$ cat src/rtl/pontos_bcd_display.sv
// pontos_bcd_display: converts the binary score into BCD digits and
// active-low 7-segment patterns for the HEX displays. It performs one
// double-dabble (shift-add-3) step per clock and restarts by itself
// whenever the sampled score differs from the last converted value.
module pontos_bcd_display #(
   parameter int N           = 10,
   parameter int D           = 4,
   parameter bit BLANK_ZEROS = 1'b1
) (
   input  logic             clock,
   input  logic             zera_s,
   input  logic [N-1:0]     pontos,
   output logic [4*D-1:0]   bcd,
   output logic [7*D-1:0]   seg,
   output logic             ocupado,
   output logic             pronto
);

   localparam int CW = $clog2(N + 1);
   localparam logic [CW-1:0] LAST_STEP = CW'(N - 1);

   typedef enum logic [1:0] {
      IDLE  = 2'd0,
      SHIFT = 2'd1,
      DONE  = 2'd2
   } state_t;

   state_t          state_r;
   state_t          state_next_s;
   logic [N-1:0]    bin_r;
   logic [N-1:0]    cap_r;
   logic [N-1:0]    ultimo_r;
   logic [4*D-1:0]  work_r;
   logic [4*D-1:0]  work_adj_s;
   logic [CW-1:0]   step_r;
   logic [4*D-1:0]  bcd_r;
   logic [7*D-1:0]  seg_r;
   logic            ocupado_r;
   logic            pronto_r;
   logic            start_s;
   logic            step_s;
   logic            commit_s;

   // Add 3 to a single BCD nibble when it is 5 or more.
   function automatic logic [3:0] add3(input logic [3:0] nib);
      logic [3:0] r;
      if (nib >= 4'd5) begin
         r = nib + 4'd3;
      end else begin
         r = nib;
      end
      return r;
   endfunction

   // Apply the add-3 correction to every nibble of the working register.
   function automatic logic [4*D-1:0] adjust(input logic [4*D-1:0] v);
      logic [4*D-1:0] r;
      r = {(4*D){1'b0}};
      for (int i = 0; i < D; i++) begin
         r[4*i +: 4] = add3(v[4*i +: 4]);
      end
      return r;
   endfunction

   // One decimal digit to an active-low gfedcba pattern; invalid codes blank.
   function automatic logic [6:0] seg7(input logic [3:0] d);
      logic [6:0] r;
      case (d)
         4'd0:    r = 7'b1000000;
         4'd1:    r = 7'b1111001;
         4'd2:    r = 7'b0100100;
         4'd3:    r = 7'b0110000;
         4'd4:    r = 7'b0011001;
         4'd5:    r = 7'b0010010;
         4'd6:    r = 7'b0000010;
         4'd7:    r = 7'b1111000;
         4'd8:    r = 7'b0000000;
         4'd9:    r = 7'b0010000;
         default: r = 7'b1111111;
      endcase
      return r;
   endfunction

   // All digit patterns, blanking leading zeros above the units digit.
   function automatic logic [7*D-1:0] seg_all(input logic [4*D-1:0] v);
      logic [7*D-1:0] r;
      logic           lead;
      r    = {(7*D){1'b1}};
      lead = 1'b1;
      for (int i = D - 1; i >= 0; i--) begin
         if (v[4*i +: 4] != 4'd0) begin
            lead = 1'b0;
         end else begin
            lead = lead;
         end
         if (BLANK_ZEROS && lead && (i != 0)) begin
            r[7*i +: 7] = 7'b1111111;
         end else begin
            r[7*i +: 7] = seg7(v[4*i +: 4]);
         end
      end
      return r;
   endfunction

   assign work_adj_s = adjust(work_r);

   // State register.
   always_ff @(posedge clock) begin
      if (zera_s) begin
         state_r <= IDLE;
      end else begin
         state_r <= state_next_s;
      end
   end

   // Next-state logic: capture on a new score, N shift steps, one commit cycle.
   always_comb begin
      state_next_s = state_r;
      case (state_r)
         IDLE: begin
            if (pontos != ultimo_r) begin
               state_next_s = SHIFT;
            end else begin
               state_next_s = IDLE;
            end
         end
         SHIFT: begin
            if (step_r == LAST_STEP) begin
               state_next_s = DONE;
            end else begin
               state_next_s = SHIFT;
            end
         end
         DONE:    state_next_s = IDLE;
         default: state_next_s = IDLE;
      endcase
   end

   // Datapath strobes decoded from the current state.
   always_comb begin
      start_s  = 1'b0;
      step_s   = 1'b0;
      commit_s = 1'b0;
      case (state_r)
         IDLE: begin
            if (pontos != ultimo_r) begin
               start_s = 1'b1;
            end else begin
               start_s = 1'b0;
            end
         end
         SHIFT:   step_s   = 1'b1;
         DONE:    commit_s = 1'b1;
         default: start_s  = 1'b0;
      endcase
   end

   // Working registers, held outputs and status flags.
   always_ff @(posedge clock) begin
      if (zera_s) begin
         bin_r     <= {N{1'b0}};
         cap_r     <= {N{1'b0}};
         ultimo_r  <= {N{1'b0}};
         work_r    <= {(4*D){1'b0}};
         step_r    <= {CW{1'b0}};
         bcd_r     <= {(4*D){1'b0}};
         seg_r     <= seg_all({(4*D){1'b0}});
         ocupado_r <= 1'b0;
         pronto_r  <= 1'b0;
      end else begin
         ocupado_r <= (state_next_s != IDLE);
         pronto_r  <= commit_s;
         if (start_s) begin
            bin_r  <= pontos;
            cap_r  <= pontos;
            work_r <= {(4*D){1'b0}};
            step_r <= {CW{1'b0}};
         end else if (step_s) begin
            {work_r, bin_r} <= {work_adj_s[4*D-2:0], bin_r, 1'b0};
            step_r          <= step_r + {{(CW-1){1'b0}}, 1'b1};
         end else if (commit_s) begin
            bcd_r    <= work_r;
            seg_r    <= seg_all(work_r);
            ultimo_r <= cap_r;
         end
      end
   end

   assign bcd     = bcd_r;
   assign seg     = seg_r;
   assign ocupado = ocupado_r;
   assign pronto  = pronto_r;

endmodule

$ cat config.mk
export PLATFORM = sky130hd
export DESIGN_NAME = pontos_bcd_display
export DESIGN_NICKNAME = d
export VERILOG_FILES = /design/src/rtl/pontos_bcd_display.sv
export SDC_FILE = /design/constraint.sdc
export NUM_CORES = 1
export LEC_CHECK = 0
export CAP_MARGIN = 10
export CORE_MARGIN = 2
export CORE_UTILIZATION = 43
export CTS_BUF_LIST = sky130_fd_sc_hd__clkbuf_16
export DETAILED_ROUTE_END_ITERATION = 12
export SYNTH_ARGS = -nofsm -noshare
export SYNTH_HDL_FRONTEND = slang
export SYNTH_SLANG_ARGS = --single-unit
$ cat constraint.sdc
create_clock -name clock -period 3.4 [get_ports clock]
set_clock_uncertainty 0.2 [all_clocks]
set_input_delay 1.02 -clock clock [delete_from_list [all_inputs] [get_ports clock]]
set_output_delay 1.02 -clock clock [all_outputs]
set_load 0.05 [all_outputs]
==> metrics.csv, run 1 <==
metric,value,unit
Tot Pwr,0.00336,W
worst-path fanout max,3,
Syn Inst Count,658,
H-tree depth,4,
most instantiated library cell after synthesis,dfxtp_1,
Die H,117,um
clock sinks,119,
gr usage total,19.2,%
I/O pin cnt,58,
WL/cell,14.1,um
class of the worst hold path,flop to flop,
syn_area_per_cell,8.40,sq um
synthesis-to-layout area growth,28.4,%
Ant. Diodes,0,
Final Hold Viols,0,
Worst Max-Slew Pin Slew,695,ps
CTS Buf Count,17,
Async SR Flop Fraction,0,%
synth warn,0,
final setup vio count,0,
share of cells above drive strength 1,11.8,%
CP startpoint kind,primary input,
Lkg Pwr,2.81,nW
achievable frequency,0.296,GHz
"worst slack, placed",-336,ps
drt first pass iters,5,
synthesized cell area,0.00552,sq mm
CTS tree,done,
WP data required,3490,ps
Fin Setup TNS,0,ps
CP Launch Point,pontos[8],
vias,4866,
Final Cycle Share,99.3,%
Post-synth top flop,dfxtp_1,
DRC violations left,0,
routed wire length,12900,um
synth unique cells,57,
setup ws final,22.4,ps
GR met3 Demand/Resource,5.35,%
port bufs,57,
CP arrival,3460,ps
Hold Buf Count CTS,0,
Yosys reg bits,119,
Placer Congestion,0.886,
initial core utilization,44.0,%
final core occ,56.5,%
routing usage on met2,30.9,%
VDD IR max,0.000255,V
NumNets Final,780,
dpl hpwl,8830,um
Placeable Area,0.0126,sq mm
slew margin rel.,53.2,%
Reg2Reg Setup Slack,550,ps
Post-Place Cells,881,
die footprint,0.0138,sq mm
FP Rows,41,
"Seq/Total Area, Yosys",43.1,%
Commonest cells post-synth,"dfxtp_1, nand2_1, a21oi_1",
vias in the first global route,4511,
largest net degree at the start of global routing,50,
gr busiest metal,met2,
Clock Tree Buf Depth,2,
grt total ovfl,0,
Via density,5.29,
Critical R2R Launch,work_r[8]$_SDFFE_PP0N_,
syn nets,702,
initial antenna violation count,0,
P per Cell Area,473,mW/mm^2
Post-synth EDFFs,0,
critical path type,primary input to flop,
die width,117,um
GR Layer Usage met1,24.3,%
post-route ant nets,0,
final slew viol count,0,
Worst setup EP type,flop,
Max Cap Viol,0,
final non-filler cell total,920,
Yosys top cell area share,43.1,%
initial DRC count,282,
clock root buffer,clkbuf_16,
Yosys top cell by area,dfxtp_1,
worst skew pair latency,420,ps
Final min period,3380,ps
status,completed,
Area contributors post-synth,"dfxtp_1, nand2_1, ha_1",
first-pass GRT wire length,21500,um
clock-pin transition on the worst setup and hold timing paths,50,ps
fill count,1153,
cells in the final DEF, fill, tap and decap left out, types with 4 or more instances in the layout:
cell type and count:
o21ai_0 20, dfxtp_1 119, nand2b_1 21, nand2_1 110, clkdlybuf4s50_1 52, dlymetal6s2s_1 4
nand3_1 7, o22ai_1 19, a21o_1 13, mux2i_1 12, o21bai_1 7, o211ai_1 5
and2_1 6, nor3_1 18, a22oi_1 5, nor2_1 53, nand4_1 4, ha_1 32
clkbuf_16 17, xnor2_1 13, nor2b_1 4, inv_1 26, buf_4 44, a211oi_1 4
a21oi_1 63
worst max-delay path, cell delays in order:
cell	delay [ps]
clkdlybuf4s50_1	500
xnor2_1	150
nand4_1	250
o41ai_4	440
a2bb2oi_2	140
nor2_2	150
inv_1	90
ha_1	330
o21ai_0	270
a21oi_1	110
per-stage QoR:
stage / instance area (sq um) / hold slack (ps)
2_1_floorplan: 5520 / 222
3_3_place_gp: 6400 / 224
3_5_place_dp: 6400 / 236
4_1_cts: 6970 / 248
5_1_grt: 7100 / 258
6_report: 7100 / 244
report_power, final:
part / internal (W) / leakage, nW / switching [W] / total [W]
clock network: 0.00112 / 0.289 / 0.000602 / 0.00173
logic: 0.0000800 / 1.56 / 0.000112 / 0.000192
registers: 0.00142 / 0.965 / 0.0000169 / 0.00144
area by class of cell:
cell class | count | area [sq um] | area share (%)
tap | 172 | 215 | 3.03
clock inverter | 14 | 144 | 2.03
timing repair buffer | 102 | 917 | 12.9
inverter | 23 | 86.3 | 1.22
multi-input combinational | 473 | 2930 | 41.2
clock buffer | 17 | 425 | 6.00
sequential | 119 | 2380 | 33.6
final timing paths:
path	end	cells past startpoint
min reg2reg	seg[13]$_SDFFE_PP1P_	2
max reg2reg	flop	11
max	flop	10
min	seg[13]$_SDFFE_PP1P_	2
metal layers:
| metal | vias up | wire length (um) |
|---|---|---|
| met3 | 22 | 618 |
| met5 | - | 0 |
| met2 | 122 | 6010 |
| met1 | 2298 | 6080 |
| met4 | 0 | 230 |
| li1 | 2424 | - |
logic make-up (layout without fill, tap and decap cells):
family | after synthesis | after routing | synth area share, %
AND/OR/NAND/NOR | 243 | 243 | 20.1
AO/OA/AOI/OAI | 170 | 170 | 19.9
flip-flops | 119 | 119 | 43.1
buffers and inverters | 66 | 156 | 4.92
adder cells (fa/ha/maj) | 32 | 32 | 7.25
XOR/XNOR | 16 | 16 | 2.54
multiplexers | 12 | 12 | 2.17
timing repair:
action                                  in CTS  in global routing
gates resized for setup                      0                 15
buffers inserted                             0                  8
endpoints found under the setup margin       0                 12
(Power assumes the default switching activity.)
==> inputs of run 2 (changes only) <==
--- a/config.mk
+++ b/config.mk
@@ -7,9 +7,11 @@
 export LEC_CHECK = 0
 export CAP_MARGIN = 10
 export CORE_MARGIN = 2
-export CORE_UTILIZATION = 43
+export CORE_UTILIZATION = 50
 export CTS_BUF_LIST = sky130_fd_sc_hd__clkbuf_16
 export DETAILED_ROUTE_END_ITERATION = 12
+export PLACE_DENSITY = 0.72
+export SLEW_MARGIN = 10
 export SYNTH_ARGS = -nofsm -noshare
 export SYNTH_HDL_FRONTEND = slang
 export SYNTH_SLANG_ARGS = --single-unit
==> metrics.csv, run 2 (synthesis results as in run 1) <==
metric,value,unit,change
status,completed,,
critical path type,primary input to flop,,
grt total ovfl,0,,unchanged
slew margin rel.,39.3,%,-14 points
initial antenna violation count,1,,+1
Final Cycle Share,97.5,%,-1.9 points
die width,109,um,-7.0%
Hold Buf Count CTS,0,,unchanged
Placer Congestion,0.884,,-0.21%
CP startpoint kind,primary input,,
clock sinks,119,,unchanged
Worst setup EP type,flop,,
post-route ant nets,0,,unchanged
Reg2Reg Setup Slack,570,ps,+20 ps
drt first pass iters,5,,unchanged
clock power share,52.2,%,+0.8 points
WL/cell,14.6,um,+3.7%
Via density,5.46,,+3.2%
Sequential Power Share,42.3,%,-0.5 points
dpl hpwl,8450,um,-4.3%
I/O pin cnt,58,,unchanged
vias in the first global route,4655,,+3.2%
Critical R2R Launch,work_r[0]$_SDFFE_PP0N_,,
initial core utilization,51.2,%,+7.2 points
largest net degree at the start of global routing,60,,+20%
clock-pin transition on the worst setup and hold timing paths,50,ps,about the same
class of the worst hold path,flop to flop,,
area of the multi-input gates,0.00290,sq mm,-0.94%
Die H,109,um,-7.0%
Final Instance Area,0.00697,sq mm,-1.8%
synthesis-to-layout area growth,26.1,%,
Int Power,0.00263,W,+0.32%
FP Rows,38,,-7.3%
gr usage total,22.8,%,+3.6 points
VDD IR max,0.000294,V,+15%
Placeable Area,0.0108,sq mm,-14%
"commonest non-fill, non-tap cell in the layout",dfxtp_1,,
Clock Tree Buf Depth,2,,unchanged
Lkg Pwr,2.72,nW,-3.4%
clock root buffer,clkbuf_16,,
final setup vio count,0,,unchanged
Final Hold Viols,0,,unchanged
P per Cell Area,488,mW/mm^2,+3.1%
final slew viol count,0,,unchanged
H-tree depth,4,,unchanged
port bufs,57,,unchanged
DRC violations left,0,,unchanged
NumNets Final,770,,-1.3%
routed wire length,12800,um,-0.76%
Worst Max-Slew Pin Slew,908,ps,+213 ps
part of the power in combinational logic,5.4,%,-0.3 points
CTS tree,done,,
CP Launch Point,pontos[8],,
CTS Buf Count,17,,unchanged
Fin Setup TNS,0,ps,unchanged
Final min period,3310,ps,-64.2 ps
unrepaired setup endpoints after global routing,yes,,
Max Cap Viol,0,,unchanged
final core occ,64.5,%,+8.1 points
initial DRC count,247,,-12%
worst skew pair latency,410,ps,about the same
first-pass GRT wire length,21300,um,-1.1%
most frequent cells in the layout,"dfxtp_1, nand2_1, a21oi_1, nor2_1, clkdlybuf4s50_1",,
"worst slack, placed",-325,ps,+10.4 ps
NetSw,0.000763,W,+4.3%
R2R depth,12,,+1
achievable frequency,0.302,GHz,+1.9%
CP arrival,3390,ps,-70 ps
die footprint,0.0119,sq mm,-14%
fill count,920,,-20%
vias,4802,,-1.3%
setup ws final,86.7,ps,+64.2 ps
share of cells above drive strength 1,10.6,%,-1.2 points
WP data required,3470,ps,-20 ps
Reg area,0.00238,sq mm,unchanged
Post-DP Area,0.00634,sq mm,-0.98%
worst-path fanout max,3,,unchanged
switch share,22.5,%,+0.68 points
[run 2: cell types whose count changed in the layout (fill, tap and decap cells not counted), sizes merged]
cell / previous run / this run
buf: 46 / 36
clkinvlp: 1 / 4
clkdlybuf4s50: 52 / 54
dlymetal6s2s: 4 / 2
inv: 26 / 24
diode: 0 / 1
[run 2: final cells by class]
cell class | count | share of cell area, %
clock buffer | 17 | 6.11
multi-input combinational | 473 | 41.6
clock inverter | 15 | 2.34
inverter | 23 | 1.24
tap | 140 | 2.51
sequential | 119 | 34.2
timing repair buffer | 92 | 12.0
antenna | 1 | 0.0359
[run 2: power groups by stage]
stage	Combinational (W)	Sequential, W	Clock (W)
2_1_floorplan	0.000128	0.00146	0
3_3_place_gp	0.000177	0.00147	0
3_5_place_dp	0.000181	0.00147	0
4_1_cts	0.000184	0.00144	0.00180
5_1_grt	0.000203	0.00144	0.00186
6_report	0.000185	0.00144	0.00177
[run 2: through the flow]
step                cells  power (W)  hold slack (ps)
finish                880    0.00340              244
global route          880    0.00350              267
CTS                   878    0.00342              245
detailed placement    846    0.00165              233
global placement      846    0.00164              227
floorplan             658    0.00159              222
[run 2: worst min-delay path by stage]
stage,startpoint,end,slack [ps],cells after the start
floorplan,flop,seg[10]$_SDFFE_PP1P_,220,2
global placement,flop,seg[13]$_SDFFE_PP1P_,230,2
detailed placement,flop,seg[13]$_SDFFE_PP1P_,230,2
CTS,flop,seg[13]$_SDFFE_PP1P_,240,2
global route,flop,seg[23]$_SDFFE_PP1P_,270,2
finish,flop,seg[13]$_SDFFE_PP1P_,240,2
[run 2: timing repair]
action / 4_1_cts / 5_1_grt
setup buffers: 0 / 1
setup endpoints to repair: 0 / 4
gates resized for setup: 0 / 6
[run 2: metal layers]
metal | GRT usage (%) | vias to the layer above | routed length [um] | part of all wire, %
met1 | 27.3 | 2242 | 5750 | 45
met5 | 0 | - | 0 | 0
met4 | 10.3 | 0 | 189 | 1.5
li1 | - | 2407 | - | -
met3 | 5.62 | 17 | 658 | 5.1
met2 | 38.6 | 136 | 6250 | 49
[run 2: critical path: stages]
cell and delay, ps:
clkdlybuf4s50_1 520, xnor2_1 150, nand4_1 230, o41ai_4 430, a2bb2oi_1 140, nor2_1 140, inv_1 110, ha_1 310
nand3_1 90, a21oi_2 180, a21oi_1 60
